## config.mk

```make
export PLATFORM = sky130hd
export DESIGN_NAME = mips_dump_sequencer_flat
export DESIGN_NICKNAME = d
export VERILOG_FILES = /design/src/rtl/mips_dump_sequencer_pkg.sv /design/src/rtl/mips_dump_sequencer_if.sv /design/src/rtl/mips_dump_sequencer_shifter.sv /design/src/rtl/mips_dump_sequencer.sv /design/src/flat_wrapper.sv
export SDC_FILE = /design/constraint.sdc
export NUM_CORES = 1
export LEC_CHECK = 0
export ABC_AREA = 1
export CORE_UTILIZATION = 30
export DETAILED_ROUTE_END_ITERATION = 16
export PLACE_DENSITY = 0.69
export SLEW_MARGIN = 20
export SYNTH_ARGS = -nofsm -noshare
export SYNTH_HDL_FRONTEND = slang
export SYNTH_HIERARCHICAL = 1
export SYNTH_SLANG_ARGS = --single-unit
```

## constraint.sdc

```tcl
create_clock -name clk -period 3.8 [get_ports clk]
set_input_delay 0.38 -clock clk [delete_from_list [all_inputs] [get_ports clk]]
set_output_delay 0.38 -clock clk [all_outputs]
set_load 0.03 [all_outputs]
```

## src/rtl/mips_dump_sequencer_pkg.sv

```systemverilog
// mips_dbg_pkg: shared definitions for the MIPS state-dump sequencer.
//   state_e     : sequencer FSM encoding (CSUM is only reachable when
//                 DUMP_CHECKSUM_EN is defined)
//   WORD_BYTES  : bytes per dumped word for the default 32-bit word
//   PC_IDX, CLK_IDX, REG_BASE : word-index offsets of each word type
//   word_bytes(): bytes per word for an arbitrary word width
package mips_dbg_pkg;

  typedef enum logic [2:0] {
    S_IDLE = 3'd0,
    S_SEL  = 3'd1,
    S_CAP  = 3'd2,
    S_SEND = 3'd3,
    S_WAIT = 3'd4,
    S_CSUM = 3'd5,
    S_DONE = 3'd6
  } state_e;

  localparam int NBITS_DEFAULT = 32;
  localparam int WORD_BYTES    = NBITS_DEFAULT / 8;

  // Word index layout of a dump: PC, clock count, registers, then memory.
  localparam int PC_IDX   = 0;
  localparam int CLK_IDX  = 1;
  localparam int REG_BASE = 2;

  function automatic int word_bytes(input int nbits);
    return nbits / 8;
  endfunction

endpackage

```

## src/rtl/mips_dump_sequencer_if.sv

```systemverilog
// mips_dump_sequencer_if: UART transmit byte handshake.
//   o_uart_tx_data  : byte to send (master -> slave)
//   o_uart_tx_ready : one-cycle start strobe (master -> slave)
//   i_uart_tx_done  : one-cycle completion strobe (slave -> master)
// Handshake: the master raises o_uart_tx_ready for exactly one cycle with
// o_uart_tx_data valid in that same cycle, then holds o_uart_tx_data until its
// next strobe. It never strobes again until the slave has returned
// i_uart_tx_done for the byte in flight; a done strobe arriving while no byte
// is awaited (including the strobe cycle itself) is ignored by the master.
interface mips_dump_sequencer_if #(
  parameter int DATA_BITS = 8
);
  logic [DATA_BITS-1:0] o_uart_tx_data;
  logic                 o_uart_tx_ready;
  logic                 i_uart_tx_done;

  modport master (
    output o_uart_tx_data,
    output o_uart_tx_ready,
    input  i_uart_tx_done
  );

  modport slave (
    input  o_uart_tx_data,
    input  o_uart_tx_ready,
    output i_uart_tx_done
  );
endinterface

```

## src/rtl/mips_dump_sequencer_shifter.sv

```systemverilog
// dump_byte_shifter: holds one dump word and hands it out MSB byte first.
//   i_clear     : drop the remaining byte count (and checksum, if built in)
//   i_load      : load i_word, byte count = NBITS/8
//   i_send      : current byte is going out (folded into the checksum)
//   i_advance   : shift left one byte, decrement count
//   o_byte      : current (most significant) byte
//   o_last      : exactly one byte left
// Optional macro DUMP_CHECKSUM_EN adds i_load_csum (load the running XOR as a
// single-byte word) and o_csum (running XOR of every byte sent).
module dump_byte_shifter
  import mips_dbg_pkg::*;
#(
  parameter int NBITS     = 32,
  parameter int DATA_BITS = 8
) (
  input  logic                 clk,
  input  logic                 reset,
  input  logic                 i_clear,
  input  logic                 i_load,
  input  logic [NBITS-1:0]     i_word,
`ifdef DUMP_CHECKSUM_EN
  input  logic                 i_load_csum,
  output logic [DATA_BITS-1:0] o_csum,
`endif
  input  logic                 i_send,
  input  logic                 i_advance,
  output logic [DATA_BITS-1:0] o_byte,
  output logic                 o_last
);

  localparam int WB    = word_bytes(NBITS);
  localparam int CNT_W = $clog2(WB + 1);

  logic [NBITS-1:0] r_shift;
  logic [CNT_W-1:0] r_cnt;

`ifdef DUMP_CHECKSUM_EN
  logic [DATA_BITS-1:0] r_csum;

  always_ff @(posedge clk or negedge reset) begin
    if (!reset)       r_csum <= '0;
    else if (i_clear) r_csum <= '0;
    else if (i_send)  r_csum <= r_csum ^ o_byte;
  end

  assign o_csum = r_csum;
`endif

  always_ff @(posedge clk or negedge reset) begin
    if (!reset) begin
      r_shift <= '0;
      r_cnt   <= '0;
    end else if (i_clear) begin
      r_cnt <= '0;
    end else if (i_load) begin
      r_shift <= i_word;
      r_cnt   <= CNT_W'(WB);
`ifdef DUMP_CHECKSUM_EN
    end else if (i_load_csum) begin
      // Checksum goes out as a one-byte word sitting in the MSB lane.
      r_shift <= {r_csum, {(NBITS-DATA_BITS){1'b0}}};
      r_cnt   <= CNT_W'(1);
`endif
    end else if (i_advance) begin
      r_shift <= r_shift << DATA_BITS;
      r_cnt   <= r_cnt - CNT_W'(1);
    end
  end

  assign o_byte = r_shift[NBITS-1 -: DATA_BITS];
  assign o_last = (r_cnt == CNT_W'(1));

endmodule

```

## src/rtl/mips_dump_sequencer.sv

```systemverilog
// mips_dump_sequencer: streams PC, clock count, every register and every
// data-memory cell out through the UART transmitter after one start pulse.
// Ports:
//   clk, reset (async, active low)
//   i_start / i_abort          : debug-unit control
//   i_mips_pc, i_mips_clk_count: sampled directly in CAP
//   i_mips_reg / i_mips_mem    : read data for o_mips_reg / o_mips_mem
//   o_mips_reg / o_mips_mem    : registered selects (cell index, not address)
//   uart (master modport)      : byte data, start strobe, done strobe
//   o_busy / o_done            : dump in progress / one-cycle completion
//   o_dbg_state                : current FSM state
// Optional macro DUMP_CHECKSUM_EN: appends one XOR-of-all-bytes byte.
module mips_dump_sequencer
  import mips_dbg_pkg::*;
#(
  parameter int NBITS      = 32,
  parameter int DATA_BITS  = 8,
  parameter int CELDAS_REG = 32,
  parameter int CELDAS_M   = 16
) (
  input  logic                          clk,
  input  logic                          reset,
  input  logic                          i_start,
  input  logic                          i_abort,
  input  logic [NBITS-1:0]              i_mips_pc,
  input  logic [NBITS-1:0]              i_mips_clk_count,
  input  logic [NBITS-1:0]              i_mips_reg,
  input  logic [NBITS-1:0]              i_mips_mem,
  output logic [$clog2(CELDAS_REG)-1:0] o_mips_reg,
  output logic [NBITS-1:0]              o_mips_mem,
  mips_dump_sequencer_if.master         uart,
  output logic                          o_busy,
  output logic                          o_done,
  output state_e                        o_dbg_state
);

  localparam int N     = REG_BASE + CELDAS_REG + CELDAS_M;
  localparam int W_W   = $clog2(N + 1);
  localparam int REG_W = $clog2(CELDAS_REG);

  state_e               r_state, w_next;
  logic [W_W-1:0]       r_w;
  logic [REG_W-1:0]     r_mips_reg;
  logic [NBITS-1:0]     r_mips_mem;
  logic [DATA_BITS-1:0] r_tx_hold;

  logic                 w_load, w_send, w_adv, w_clear;
  logic [DATA_BITS-1:0] w_byte;
  logic                 w_last_byte;
  logic [NBITS-1:0]     w_word;
  logic                 w_is_reg, w_is_mem, w_last_word;

`ifdef DUMP_CHECKSUM_EN
  logic                 w_load_csum;
  logic [DATA_BITS-1:0] w_csum;
  logic                 r_csum_phase;  // the byte in flight is the checksum
`endif

  assign w_is_reg    = (r_w >= W_W'(REG_BASE)) && (r_w < W_W'(REG_BASE + CELDAS_REG));
  assign w_is_mem    = (r_w >= W_W'(REG_BASE + CELDAS_REG));
  assign w_last_word = (r_w == W_W'(N - 1));

  always_comb begin
    if (r_w == W_W'(PC_IDX))       w_word = i_mips_pc;
    else if (r_w == W_W'(CLK_IDX)) w_word = i_mips_clk_count;
    else if (w_is_reg)             w_word = i_mips_reg;
    else                           w_word = i_mips_mem;
  end

  dump_byte_shifter #(
    .NBITS     (NBITS),
    .DATA_BITS (DATA_BITS)
  ) u_shifter (
    .clk         (clk),
    .reset       (reset),
    .i_clear     (w_clear),
    .i_load      (w_load),
    .i_word      (w_word),
`ifdef DUMP_CHECKSUM_EN
    .i_load_csum (w_load_csum),
    .o_csum      (w_csum),
`endif
    .i_send      (w_send),
    .i_advance   (w_adv),
    .o_byte      (w_byte),
    .o_last      (w_last_byte)
  );

  always_comb begin
    w_next  = r_state;
    w_load  = 1'b0;
    w_send  = 1'b0;
    w_adv   = 1'b0;
    w_clear = 1'b0;
`ifdef DUMP_CHECKSUM_EN
    w_load_csum = 1'b0;
`endif
    if (i_abort) begin
      // Abort outranks everything, including a simultaneous start in IDLE.
      w_next  = S_IDLE;
      w_clear = 1'b1;
    end else begin
      case (r_state)
        S_IDLE: if (i_start) begin
          w_next  = S_SEL;
          w_clear = 1'b1;
        end
        S_SEL:  w_next = S_CAP;
        S_CAP: begin
          w_load = 1'b1;
          w_next = S_SEND;
        end
        S_SEND: begin
          w_send = 1'b1;
          w_next = S_WAIT;
        end
        S_WAIT: if (uart.i_uart_tx_done) begin
          w_adv = 1'b1;
          if (!w_last_byte) w_next = S_SEND;
          else if (w_last_word) begin
`ifdef DUMP_CHECKSUM_EN
            w_next = r_csum_phase ? S_DONE : S_CSUM;
`else
            w_next = S_DONE;
`endif
          end else w_next = S_SEL;
        end
`ifdef DUMP_CHECKSUM_EN
        S_CSUM: begin
          w_load_csum = 1'b1;
          w_next      = S_SEND;
        end
`endif
        S_DONE:  w_next = S_IDLE;
        default: w_next = S_IDLE;
      endcase
    end
  end

  always_ff @(posedge clk or negedge reset) begin
    if (!reset) begin
      r_state    <= S_IDLE;
      r_w        <= '0;
      r_mips_reg <= '0;
      r_mips_mem <= '0;
      r_tx_hold  <= '0;
`ifdef DUMP_CHECKSUM_EN
      r_csum_phase <= 1'b0;
`endif
    end else begin
      r_state <= w_next;
      // A byte handed to the UART is not recalled, so keep it even on abort.
      if (r_state == S_SEND) r_tx_hold <= w_byte;
      if (i_abort) begin
        r_w        <= '0;
        r_mips_reg <= '0;
        r_mips_mem <= '0;
`ifdef DUMP_CHECKSUM_EN
        r_csum_phase <= 1'b0;
`endif
      end else begin
        if (r_state == S_IDLE && i_start) begin
          r_w <= '0;
`ifdef DUMP_CHECKSUM_EN
          r_csum_phase <= 1'b0;
`endif
        end
        if (r_state == S_WAIT && w_next == S_SEL) r_w <= r_w + W_W'(1);
        // Selects only move for words that come from the register file or
        // memory; PC/clock words leave them where they were.
        if (r_state == S_SEL && w_is_reg)
          r_mips_reg <= REG_W'(r_w - W_W'(REG_BASE));
        if (r_state == S_SEL && w_is_mem)
          r_mips_mem <= NBITS'(r_w - W_W'(REG_BASE + CELDAS_REG));
`ifdef DUMP_CHECKSUM_EN
        if (r_state == S_CSUM) r_csum_phase <= 1'b1;
`endif
      end
    end
  end

  assign uart.o_uart_tx_ready = (r_state == S_SEND);
  assign uart.o_uart_tx_data  = (r_state == S_SEND) ? w_byte : r_tx_hold;
  assign o_mips_reg  = r_mips_reg;
  assign o_mips_mem  = r_mips_mem;
  assign o_busy      = (r_state != S_IDLE) && (r_state != S_DONE);
  assign o_done      = (r_state == S_DONE);
  assign o_dbg_state = r_state;

endmodule

```

## src/flat_wrapper.sv

```systemverilog
// flat-port wrapper written by rule: the top's interface ports become plain ports
module mips_dump_sequencer_flat import mips_dbg_pkg::*;
#(
  parameter int NBITS      = 32,
  parameter int DATA_BITS  = 8,
  parameter int CELDAS_REG = 32,
  parameter int CELDAS_M   = 16
)
  (clk, reset, i_start, i_abort, i_mips_pc, i_mips_clk_count, i_mips_reg, i_mips_mem, o_mips_reg, o_mips_mem, o_busy, o_done, o_dbg_state, uart_o_uart_tx_data, uart_o_uart_tx_ready, uart_i_uart_tx_done);
  mips_dump_sequencer_if #(.DATA_BITS(DATA_BITS)) uart_i ();
  input  logic clk;
  input  logic reset;
  input  logic i_start;
  input  logic i_abort;
  input  logic [NBITS-1:0] i_mips_pc;
  input  logic [NBITS-1:0] i_mips_clk_count;
  input  logic [NBITS-1:0] i_mips_reg;
  input  logic [NBITS-1:0] i_mips_mem;
  output logic [$clog2(CELDAS_REG)-1:0] o_mips_reg;
  output logic [NBITS-1:0] o_mips_mem;
  output logic o_busy;
  output logic o_done;
  output state_e o_dbg_state;
  output wire logic [$bits(uart_i.o_uart_tx_data)-1:0] uart_o_uart_tx_data;
  output wire logic [$bits(uart_i.o_uart_tx_ready)-1:0] uart_o_uart_tx_ready;
  input wire logic [$bits(uart_i.i_uart_tx_done)-1:0] uart_i_uart_tx_done;
  assign uart_o_uart_tx_data = uart_i.o_uart_tx_data;
  assign uart_o_uart_tx_ready = uart_i.o_uart_tx_ready;
  assign uart_i.i_uart_tx_done = uart_i_uart_tx_done;
  mips_dump_sequencer #(.NBITS(NBITS), .DATA_BITS(DATA_BITS), .CELDAS_REG(CELDAS_REG), .CELDAS_M(CELDAS_M)) u_core (.clk(clk), .reset(reset), .i_start(i_start), .i_abort(i_abort), .i_mips_pc(i_mips_pc), .i_mips_clk_count(i_mips_clk_count), .i_mips_reg(i_mips_reg), .i_mips_mem(i_mips_mem), .o_mips_reg(o_mips_reg), .o_mips_mem(o_mips_mem), .uart(uart_i), .o_busy(o_busy), .o_done(o_done), .o_dbg_state(o_dbg_state));
endmodule
```

Yosys cells after proc, flatten, opt, wreduce, memory -nomap -nowiden

Cells that the tools add are included.

Output and inout bits: 51
Bits in latches: 0
Word-level logic and storage cells: 70
Bits in writable memories: 0
ROM bits: 0
Register bits after elaboration: 89
Memories: 0

Multiply operators: 0
Mux-type cells: 30
Reduce and logical (&&, ||, !) cells: 15
Div/mod/pow operators: 0
$lt $le $gt $ge: 3
Bitwise operators: 1
Add/sub/neg operators: 4
Shifts and indexed selects: 0
Eq/ne operators: 10

Operators by type and width:

| kind                | count |
|---|---|
| $mux 32             | 7 |
| $mux 3              | 8 |
| $mux 6              | 3 |
| $pmux 3 s5          | 1 |
| $mux 5              | 2 |
| $eq 3x1->1 const B  | 3 |
| $reduce_bool 3->1   | 3 |
| $mux 1              | 8 |
| $mux 8              | 1 |
| $sub 6x6->7 const B | 1 |
| $add 6x1->6 const B | 1 |
| $eq 3x2->1 const B  | 2 |
| $eq 3x3->1 const B  | 2 |
| $eq 6x1->1 const B  | 1 |
| $eq 6x6->1 const B  | 1 |
| $ge 6x2->1 const B  | 1 |
| $ge 6x6->1 const B  | 1 |
| $logic_and 1x1->1   | 6 |
| $logic_not 6->1     | 1 |
| $lt 6x6->1 const B  | 1 |
| $reduce_bool 2->1   | 3 |
| $sub 5x2->5 const B | 1 |
| $logic_not 3->1     | 1 |
| $ne 3x3->1 const B  | 1 |
| 3 further kinds     | 3 |

Depth between registers and ports, before layout

Gate-level depths: netlist of the first run.

Word-level depth: 10
Mapped depth: 14
Mapped depth without buffers: 13

Hierarchy

Netlist of the first run, hierarchy kept.

By module, submodules not included:

| module              | area an instance (um^2) | sequential area each (um^2) | times used | cells an instance |
|---|---|---|---|---|
| mips_dump_sequencer | 2839.0                  | 725.7                       | 1          | 429 |
| dump_byte_shifter   | 1815.5                  | 875.8                       | 1          | 242 |

Worst setup path before layout of the first run

Ideal clock, no wire load.

Path kind: flip-flop to output port
Start point: register u_core.r_state[0], in the netlist u_core/o_dbg_state[0]
End point: output port uart_o_uart_tx_data[0]
Stages on the path, launching flop included: 7
Data required time: 3.420 ns
Data arrival time: 1.525 ns
Slack: 1.895 ns
Buffers on the path: 1
Cells stage by stage: dfrtp_1 > inv_2 > nor3_1 > buf_2 > inv_1 > nand2_1 > nand2_1

Longest elaborated chain between the ends: 2

RTL lines:

| item                           | RTL line                   | source |
|---|---|---|
| start: declaration             | mips_dump_sequencer.sv:41  | `state_e r_state, w_next;` |
| start signal: assignment       | mips_dump_sequencer.sv:151 | `r_state <= w_next;` |
| $eq 3x2->1                     | --                         |  |
| named net uart_o_uart_tx_ready | flat_wrapper.sv:25         | `output wire logic [$bits(uart_i.o_uart_tx_ready)-1:0] uart_o_uart_tx_ready;` |
| $mux 8                         | mips_dump_sequencer.sv:183 | `assign uart.o_uart_tx_data = (r_state == S_SEND) ? w_byte : r_tx_hold;` |
| end: declaration               | flat_wrapper.sv:24         | `output wire logic [$bits(uart_i.o_uart_tx_data)-1:0] uart_o_uart_tx_data;` |

The timed path passes the listed nets, and every way through them passes these cells.

Final worst setup path of the first run

Start point: register u_core.r_state[0], in the netlist u_core/o_dbg_state[0]
End point: output port uart_o_uart_tx_data[3]

Longest elaborated chain between the ends: 2

RTL lines:

| item       | RTL line |
|---|---|
| $eq 3x2->1 | mips_dump_sequencer.sv:183 |
| $mux 8     | mips_dump_sequencer.sv:183 |

No other way between the ends.

==> results of run 1 <==
==> worst max-delay path: stages (launching register included) <==
cell	delay [ns]
dfrtp_1	0.44
inv_2	0.05
nor3_1	0.27
buf_4	0.22
inv_1	0.13
nand2_1	0.09
nand2_1	0.07
clkdlybuf4s50_1	0.60
==> where the power goes <==
group | switching [mW] | total [mW] | internal (mW) | leakage (nW)
clock | 0.309 | 0.925 | 0.616 | 0.167
combinational | 0.405 | 0.762 | 0.357 | 2.10
sequential | 0.0973 | 0.971 | 0.874 | 0.840
==> stage by stage <==
step	hold slack (ns)	power, mW
6_report	-0.00587	2.66
4_1_cts	0.00485	2.69
3_5_place_dp	0.359	1.75
2_1_floorplan	0.0844	1.44
3_3_place_gp	0.351	1.74
5_1_grt	0.0262	2.84
==> final cells by class <==
class | instances | area [µm²]
Sequential cell | 64 | 1600
Multi-Input combinational cell | 466 | 2280
Tap cell | 188 | 235
Inverter | 71 | 267
Timing Repair Buffer | 189 | 1880
Clock buffer | 11 | 253
Clock inverter | 5 | 86.3
Fill cell | 1548 | 8540
==> how the worst min path moves through the flow <==
| stage | depth (start not counted) | from | to | slack [ns] |
|---|---|---|---|---|
| 2_1_floorplan | 0 | reset | u_core/o_dbg_state[0] | 0.08 |
| 3_3_place_gp | 1 | reset | u_core/o_mips_reg[0] | 0.35 |
| 3_5_place_dp | 1 | reset | u_core/o_mips_reg[0] | 0.36 |
| 4_1_cts | 1 | reset | u_core/o_mips_reg[3] | 0.005 |
| 5_1_grt | 1 | reset | u_core/o_mips_reg[4] | 0.03 |
| 6_report | 1 | reset | u_core/o_mips_reg[3] | -0.006 |
==> routing by layer <==
metal / global-route usage / up-vias / part of all wire
met5: 0 / - / 0
met4: 0.0454 / 0 / 0.0084
met3: 0.0232 / 7 / 0.049
met2: 0.275 / 135 / 0.48
met1: 0.202 / 1983 / 0.46
li1: - / 2360 / -
==> placed cells by master (no fill, tap or decap), types with 2 or more instances in the layout <==
cell / instances
nand2_1: 263
clkdlybuf4s50_1: 182
inv_1: 66
dfrtp_1: 64
nor2_1: 43
o211ai_1: 32
a31oi_1: 32
o21ai_0: 22
nand3_1: 16
clkbuf_16: 9
ha_1: 9
a21oi_1: 6
buf_4: 5
nor2_4: 5
mux2_2: 5
o21ai_1: 5
inv_2: 4
nor3_1: 4
inv_6: 2
clkbuf_8: 2
bufinv_16: 2
nand4_1: 2
nand2_2: 2
nand3_2: 2
or2_2: 2
o22ai_1: 2
xor2_1: 2
nand3b_1: 2
==> run_results.csv, run 1 <==
group,metric,value,unit
worst_setup_path,rrSetupSlack,1.26,ns
clock_tree,path_clk_slew,0.06,ns
clock_tree,clock_latency,0.33,ns
worst_setup_path,endpoint_kind,"output port",
sta,finalSetupViolations,0,
sta,max_freq,0.389,GHz
floorplanning,die_width,127,µm
worst_setup_path,endpoint,"uart_o_uart_tx_data[3]",
final_layout,stdcell_count,994,
logic_synthesis,syn_area_per_cell,6.94,µm²
logic_synthesis,netlist_area,0.00465,mm²
sta,slew_headroom,0.527,
run_status,status,"finished, violations left",
final_layout,drive_above_1_share,0.0620,
detailed_routing,vias,4485,
logic_synthesis,syn_inst,670,
pwr,max-vdd-ir-drop,228,µV
hold_path,min_path_type,"primary input to async pin",
floorplanning,coreArea,0.0151,mm²
sta,fin_skew,0.0135,ns
sta,tightest_slew,0.704,ns
detailed_routing,wirelength,12.4,mm
detailed_routing,drtAntennaViolNets,0,
sta,min_period,2.57,ns
worst_setup_path,reg2reg_depth,13,
final_layout,area_growth,42.1,%
final_layout,layout.nets,943,
run,cap_viol_max_count,0,
worst_setup_path,cp-start-kind,"flop",
detailed_routing,viasPerCell,4.51,
final_layout,fin_util,0.436,
grt,grt_usage,0.158,
sta,fin_tns_setup,0,ns
sta,fin_crit_sh,0.677,
sta,whs,-0.00587,ns
floorplanning,die_h,127,µm
sta,slew_viol_final,0,
grt,gr-total-overflow,0,
grt,grt_pass1_vias,4299,
place,place_area,0.00627,mm²
floorplanning,io_pins,184,
detailed_routing,drt-initial-drc-count,164,
worst_setup_path,r2r_end,"u_core/u_shifter/r_shift[16]",
detailed_routing,wl_per_cell,12.5,µm
clock_tree,root_buffer,"clkbuf_16",
floorplanning,rows,45,
grt,antenna_found_initial,0,
worst_setup_path,cp_max_fo,10,
final_layout,postLayoutCellArea,0.00661,mm²
sta,hold_viol,13,
worst_setup_path,cp-startpoint,"u_core/o_dbg_state[0]",
grt,grt_pass1_wl,20.6,mm
clock_tree,clockBufferDepth,2,
clock_tree,h-tree-depth,3,
place,dp_slack,1.12,ns
floorplanning,start_util,0.307,
final_layout,top_register,"u_core/u_shifter/r_shift",
place,hpwl,9.20,mm
pwr,p_leak,3.10,nW
logic_synthesis,yosys_warnings,6,
clock_tree,cts.repair.resized,0,
detailed_routing,drc_errors,0,
sta,grt_setup_unrepaired,"no",
final_layout,largest_register_ffs,32,
grt,grt_max_degree,46,
place,gp_congestion,0.798,
worst_setup_path,rr_startpoint,"u_core/r_w[1]",
logic_synthesis,synth_fp_nets,812,
clock_tree,cts.sinks,64,
place,io_buffers,183,
run_status,failed_checks,"negative hold slack",
worst_setup_path,cp.arrival,2.19,ns
place,dp.cells,978,
worst_setup_path,cp.required,3.42,ns
worst_setup_path,path_class,"flop to output port",
pwr,power_density,402,mW/mm²
clock_tree,cts_tree,"built",
clock_tree,cts_setup_buffers,0,
floorplanning,die_area,0.0160,mm²
detailed_routing,dr.pass1.iters,4,
clock_tree,numCtsBuffers,9,
final_layout,antenna_cells,0,
sta,setup_slack,1.23,ns
clock_tree,holdBufCountCts,0,
(Power assumes the default switching activity.)
==> run 2, diff against run 1 <==
- clock period: 3.8 -> 2.5 ns (I/O delays scaled with it)
==> run_results.csv, run 2 (synthesis results as in run 1) <==
group,metric,value,unit
run_status,status,"completed",
worst_setup_path,cp_cell_sequence,"inv_2, nor3_1, buf_4, inv_1, nand2_1, nand2_1, clkdlybuf4s50_1",
run,cap_viol_max_count,0,
worst_setup_path,endpoint_kind,"output port",
grt,grt_max_degree,65,
floorplanning,start_util,0.307,
clock_tree,cts_tree,"built",
pwr,max-vdd-ir-drop,305,µV
detailed_routing,drtAntennaViolNets,0,
worst_setup_path,cp.required,2.25,ns
floorplanning,die_h,127,µm
pwr,p_leak,3.14,nW
worst_setup_path,critical_path.max_stage_delay,0.67,ns
worst_setup_path,cp.arrival,2.06,ns
grt,grt_pass1_vias,4367,
place,io_buffers,183,
detailed_routing,vias,4563,
place,hpwl,9.24,mm
sta,fin_tns_setup,0,ns
final_layout,n_fill_cell,1537,
final_layout,regArea,0.00160,mm²
pwr,power_density,583,mW/mm²
pwr,switching_share,0.317,
worst_setup_path,cp-start-kind,"flop",
sta,fin_skew,0.00588,ns
sta,fin_crit_sh,0.923,
pwr,p_sw,1.23,mW
final_layout,postLayoutCellArea,0.00665,mm²
pwr,power,3.87,mW
floorplanning,io_pins,184,
sta,min_period,2.31,ns
worst_setup_path,cp_max_fo,11,
detailed_routing,wl_per_cell,12.3,µm
final_layout,final_common_cell,"nand2_1",
clock_tree,cts.repair.resized,0,
worst_setup_path,crit_top_cell,"nand2_1",
sta,tightest_slew,0.838,ns
final_layout,layout.nets,951,
clock_tree,numCtsBuffers,9,
sta,slew_viol_final,0,
final_layout,largest_register_ffs,32,
final_layout,multiInputGateArea,0.00228,mm²
sta,whs,0.0933,ns
sta,grt_setup_unrepaired,"no",
grt,gr-total-overflow,0,
clock_tree,holdBufCountCts,0,
detailed_routing,dr.pass1.iters,4,
detailed_routing,wirelength,12.3,mm
floorplanning,die_area,0.0160,mm²
clock_tree,clock_latency,0.33,ns
pwr,power_frac_seq,0.382,
worst_setup_path,cpMaxStageDelayCell,"clkdlybuf4s50_1",
clock_tree,clockBufferDepth,2,
place,gp_congestion,0.779,
sta,finalSetupViolations,0,
detailed_routing,drt-initial-drc-count,233,
place,place_area,0.00634,mm²
pwr,p_comb_frac,0.299,
sta,slew_headroom,0.442,
final_layout,top_register,"u_core/u_shifter/r_shift",
clock_tree,path_clk_slew,0.05,ns
clock_tree,cts_setup_buffers,0,
worst_setup_path,path_class,"flop to output port",
floorplanning,rows,45,
floorplanning,die_width,127,µm
hold_path,min_path_type,"primary input to async pin",
clock_tree,cts.sinks,64,
detailed_routing,viasPerCell,4.55,
sta,max_freq,0.434,GHz
final_layout,antenna_cells,0,
clock_tree,h-tree-depth,3,
pwr,internal_power,2.65,mW
floorplanning,coreArea,0.0151,mm²
detailed_routing,drc_errors,0,
grt,grt_usage,0.159,
final_layout,final_cell_mix,"nand2_1 (263), clkdlybuf4s50_1 (177), inv_1 (66)",
clock_tree,root_buffer,"clkbuf_16",
final_layout,drive_above_1_share,0.0774,
pwr,clkPwrFrac,0.320,
final_layout,fin_util,0.439,
grt,grt_pass1_wl,20.8,mm
grt,antenna_found_initial,0,
final_layout,area_growth,42.9,%
sta,hold_viol,0,
[run 2: area by class of cell]
| class | instances | share of cell area |
|---|---|---|
| clock buffer | 13 | 0.0422 |
| clock inverter | 3 | 0.00358 |
| inverter | 71 | 0.0401 |
| multi-input combinational | 466 | 0.343 |
| sequential | 64 | 0.241 |
| tap | 188 | 0.0354 |
| timing repair buffer | 197 | 0.294 |
[run 2: stage by stage]
| step | worst slack [ns] | std cells |
|---|---|---|
| after floorplan | 0.650 | 670 |
| after global placement | 0.411 | 986 |
| after detailed placement | 0.395 | 986 |
| after CTS | 0.137 | 1002 |
| after global routing | 0.0534 | 1002 |
| final | 0.193 | 1002 |
[run 2: worst paths after layout]
check / slack, ns / cells after the start / start / endpoint
worst max-delay path: 0.19 / 7 / u_core/o_dbg_state[0] / uart_o_uart_tx_data[3]
worst min-delay path: 0.09 / 2 / reset / u_core/o_mips_reg[3]
worst max register to register: 0.39 / 13 / u_core/r_w[2] / u_core/u_shifter/r_shift[16]
worst min register to register: 0.47 / 2 / u_core/r_tx_hold[1] / u_core/r_tx_hold[1]
max in group asynchronous: 1.84 / 2 / reset / u_core/u_shifter/r_shift[4]
min in group clk: 0.47 / 2 / u_core/r_tx_hold[1] / u_core/r_tx_hold[1]
[run 2: worst max-delay path: cells and delay by family (launching register included)]
family	cells	cell delay (ns)
buffers and inverters	4	1.10
flip-flops	1	0.43
AND/OR/NAND/NOR	3	0.20
[run 2: power groups by stage]
stage / combinational (mW) / clock, mW / sequential (mW)
4_1_cts: 1.17 / 1.27 / 1.48
2_1_floorplan: 0.716 / 0 / 1.47
5_1_grt: 1.31 / 1.32 / 1.51
6_report: 1.16 / 1.24 / 1.48
3_5_place_dp: 1.17 / 0 / 1.49
3_3_place_gp: 1.16 / 0 / 1.48
[run 2: metal layers]
layer | global-route usage | up-vias | wire length [µm]
met5 | 0 | - | 0
met1 | 0.204 | 2020 | 5640
met4 | 0.0539 | 0 | 152
met3 | 0.0253 | 13 | 650
li1 | - | 2377 | -
met2 | 0.272 | 153 | 5890
==> patch, RTL diff (flow settings as in run 2) <==
`NBITS` is set to 32 in 3 places; all go to 64.
--- a/src/rtl/mips_dump_sequencer_shifter.sv
+++ b/src/rtl/mips_dump_sequencer_shifter.sv
@@ -12,3 +12,3 @@
 #(
-  parameter int NBITS     = 32,
+  parameter int NBITS     = 64,
   parameter int DATA_BITS = 8
--- a/src/rtl/mips_dump_sequencer.sv
+++ b/src/rtl/mips_dump_sequencer.sv
@@ -15,3 +15,3 @@
 #(
-  parameter int NBITS      = 32,
+  parameter int NBITS      = 64,
   parameter int DATA_BITS  = 8,
--- a/src/flat_wrapper.sv
+++ b/src/flat_wrapper.sv
@@ -3,3 +3,3 @@
 #(
-  parameter int NBITS      = 32,
+  parameter int NBITS      = 64,
   parameter int DATA_BITS  = 8,
Ports: changed (5 resized); port bits go from 184 to 344. No check against the original RTL was run, so the function may have changed too.
==> patch against run 2 <==
  * Area after synthesis up 59%
  * Die area up 58%
  * Synthesized cell count up 56%
  * Design area up 67%
  * Total power up 76%
  * Critical path depth up 8
  * Maximum frequency down 1.1%
  * Clock power up 31%
  * Worst setup slack worse by 0.025 ns
  * Wire length up 110%
  * Sequential cell count up 33
  * Via count up 69%
  * Sequential power up 58%
  * Largest cell class is now buffers
  * Largest power group is now combinational cells
==> patch: results (changes against run 2) <==
status: "complete, no violations"  # unchanged
worstPathMaxFanout: 24  # was 11
drt-wirelength-per-cell_um: 15.9  # was 12.3 um
seq_area_share_pct: 21.9  # was 24.1%
drt_pre_antenna_iters: 7  # was 4
grt_use_total_pct: 19.2  # was 15.9%
post-place-ws_ns: 0.220  # was 0.395 ns
clk_pin_slew_ns: 0.07  # was 0.05 ns
power.switching_mw: 2.38  # was 1.23 mW
stdcell_count: 1624  # was 1,002
grt_max_degree: 107  # was 65
nFillCells: 2429  # was 1,537
final_nets: 1565  # was 951
relSlewSlack_pct: 65.6  # was 44.2%
comb_power_mw: 2.84  # was 1.16 mW
numSequentialCells: 97  # was 64
pg_seq_mw: 2.34  # was 1.48 mW
postLayoutCoreUtil_pct: 45.8  # was 43.9%
largest_register_ffs: 64  # was 32
num-multi-input-gates: 723  # was 466
grt_pass1_wl_um: 38900  # was 20,800 um
layout-drive-gt1-share_pct: 7.54  # was 7.74%
multi_input_area_share_pct: 33.8  # was 34.3%
cp_data_arrival_time_ns: 2.56  # was 2.06 ns
io_buffers: 343  # was 183
coreArea_um2: 24200  # was 15,100 um2
buffers: 373  # was 197
slowest_stage: "dfrtp_2"  # was clkdlybuf4s50_1
clk_share_pct: 3.11  # was 4.57%
cp_slowest_stage_delay_ns: 0.42  # was 0.67 ns
syn-num-nets: 1317  # was 812
placed_cell_area_um2: 10700  # was 6340 um2
grt_pass1_vias: 7500  # was 4,367
patch: what timing repair did:
action,in CTS,in global routing
hold buffers,1,0
setup endpoints to repair,0,14
hold endpoints to repair,36,0
gates resized for setup,0,10
buffers inserted,0,1
patch: worst paths after layout:
check                                     from                            to  cells after the start  slack, ns
setup reg to reg                 u_core/r_w[0]  u_core/u_shifter/r_shift[54]                     15       0.17
hold / removal                           reset           u_core/r_tx_hold[6]                      2       0.42
min in group clk           u_core/r_tx_hold[4]           u_core/r_tx_hold[4]                      2       0.47
setup / recovery                 u_core/r_w[0]  u_core/u_shifter/r_shift[54]                     15       0.17
hold reg to reg            u_core/r_tx_hold[4]           u_core/r_tx_hold[4]                      2       0.47
max in group asynchronous                reset  u_core/u_shifter/r_shift[21]                      3       1.36
patch: layer usage:
metal | up-vias | GRT usage (%) | part of all wire, %
met1 | 3580 | 24.3 | 44
met4 | 0 | 5.11 | 1.2
li1 | 3882 | - | -
met2 | 246 | 33.8 | 49
met5 | - | 0 | 0
met3 | 20 | 3.23 | 5.7
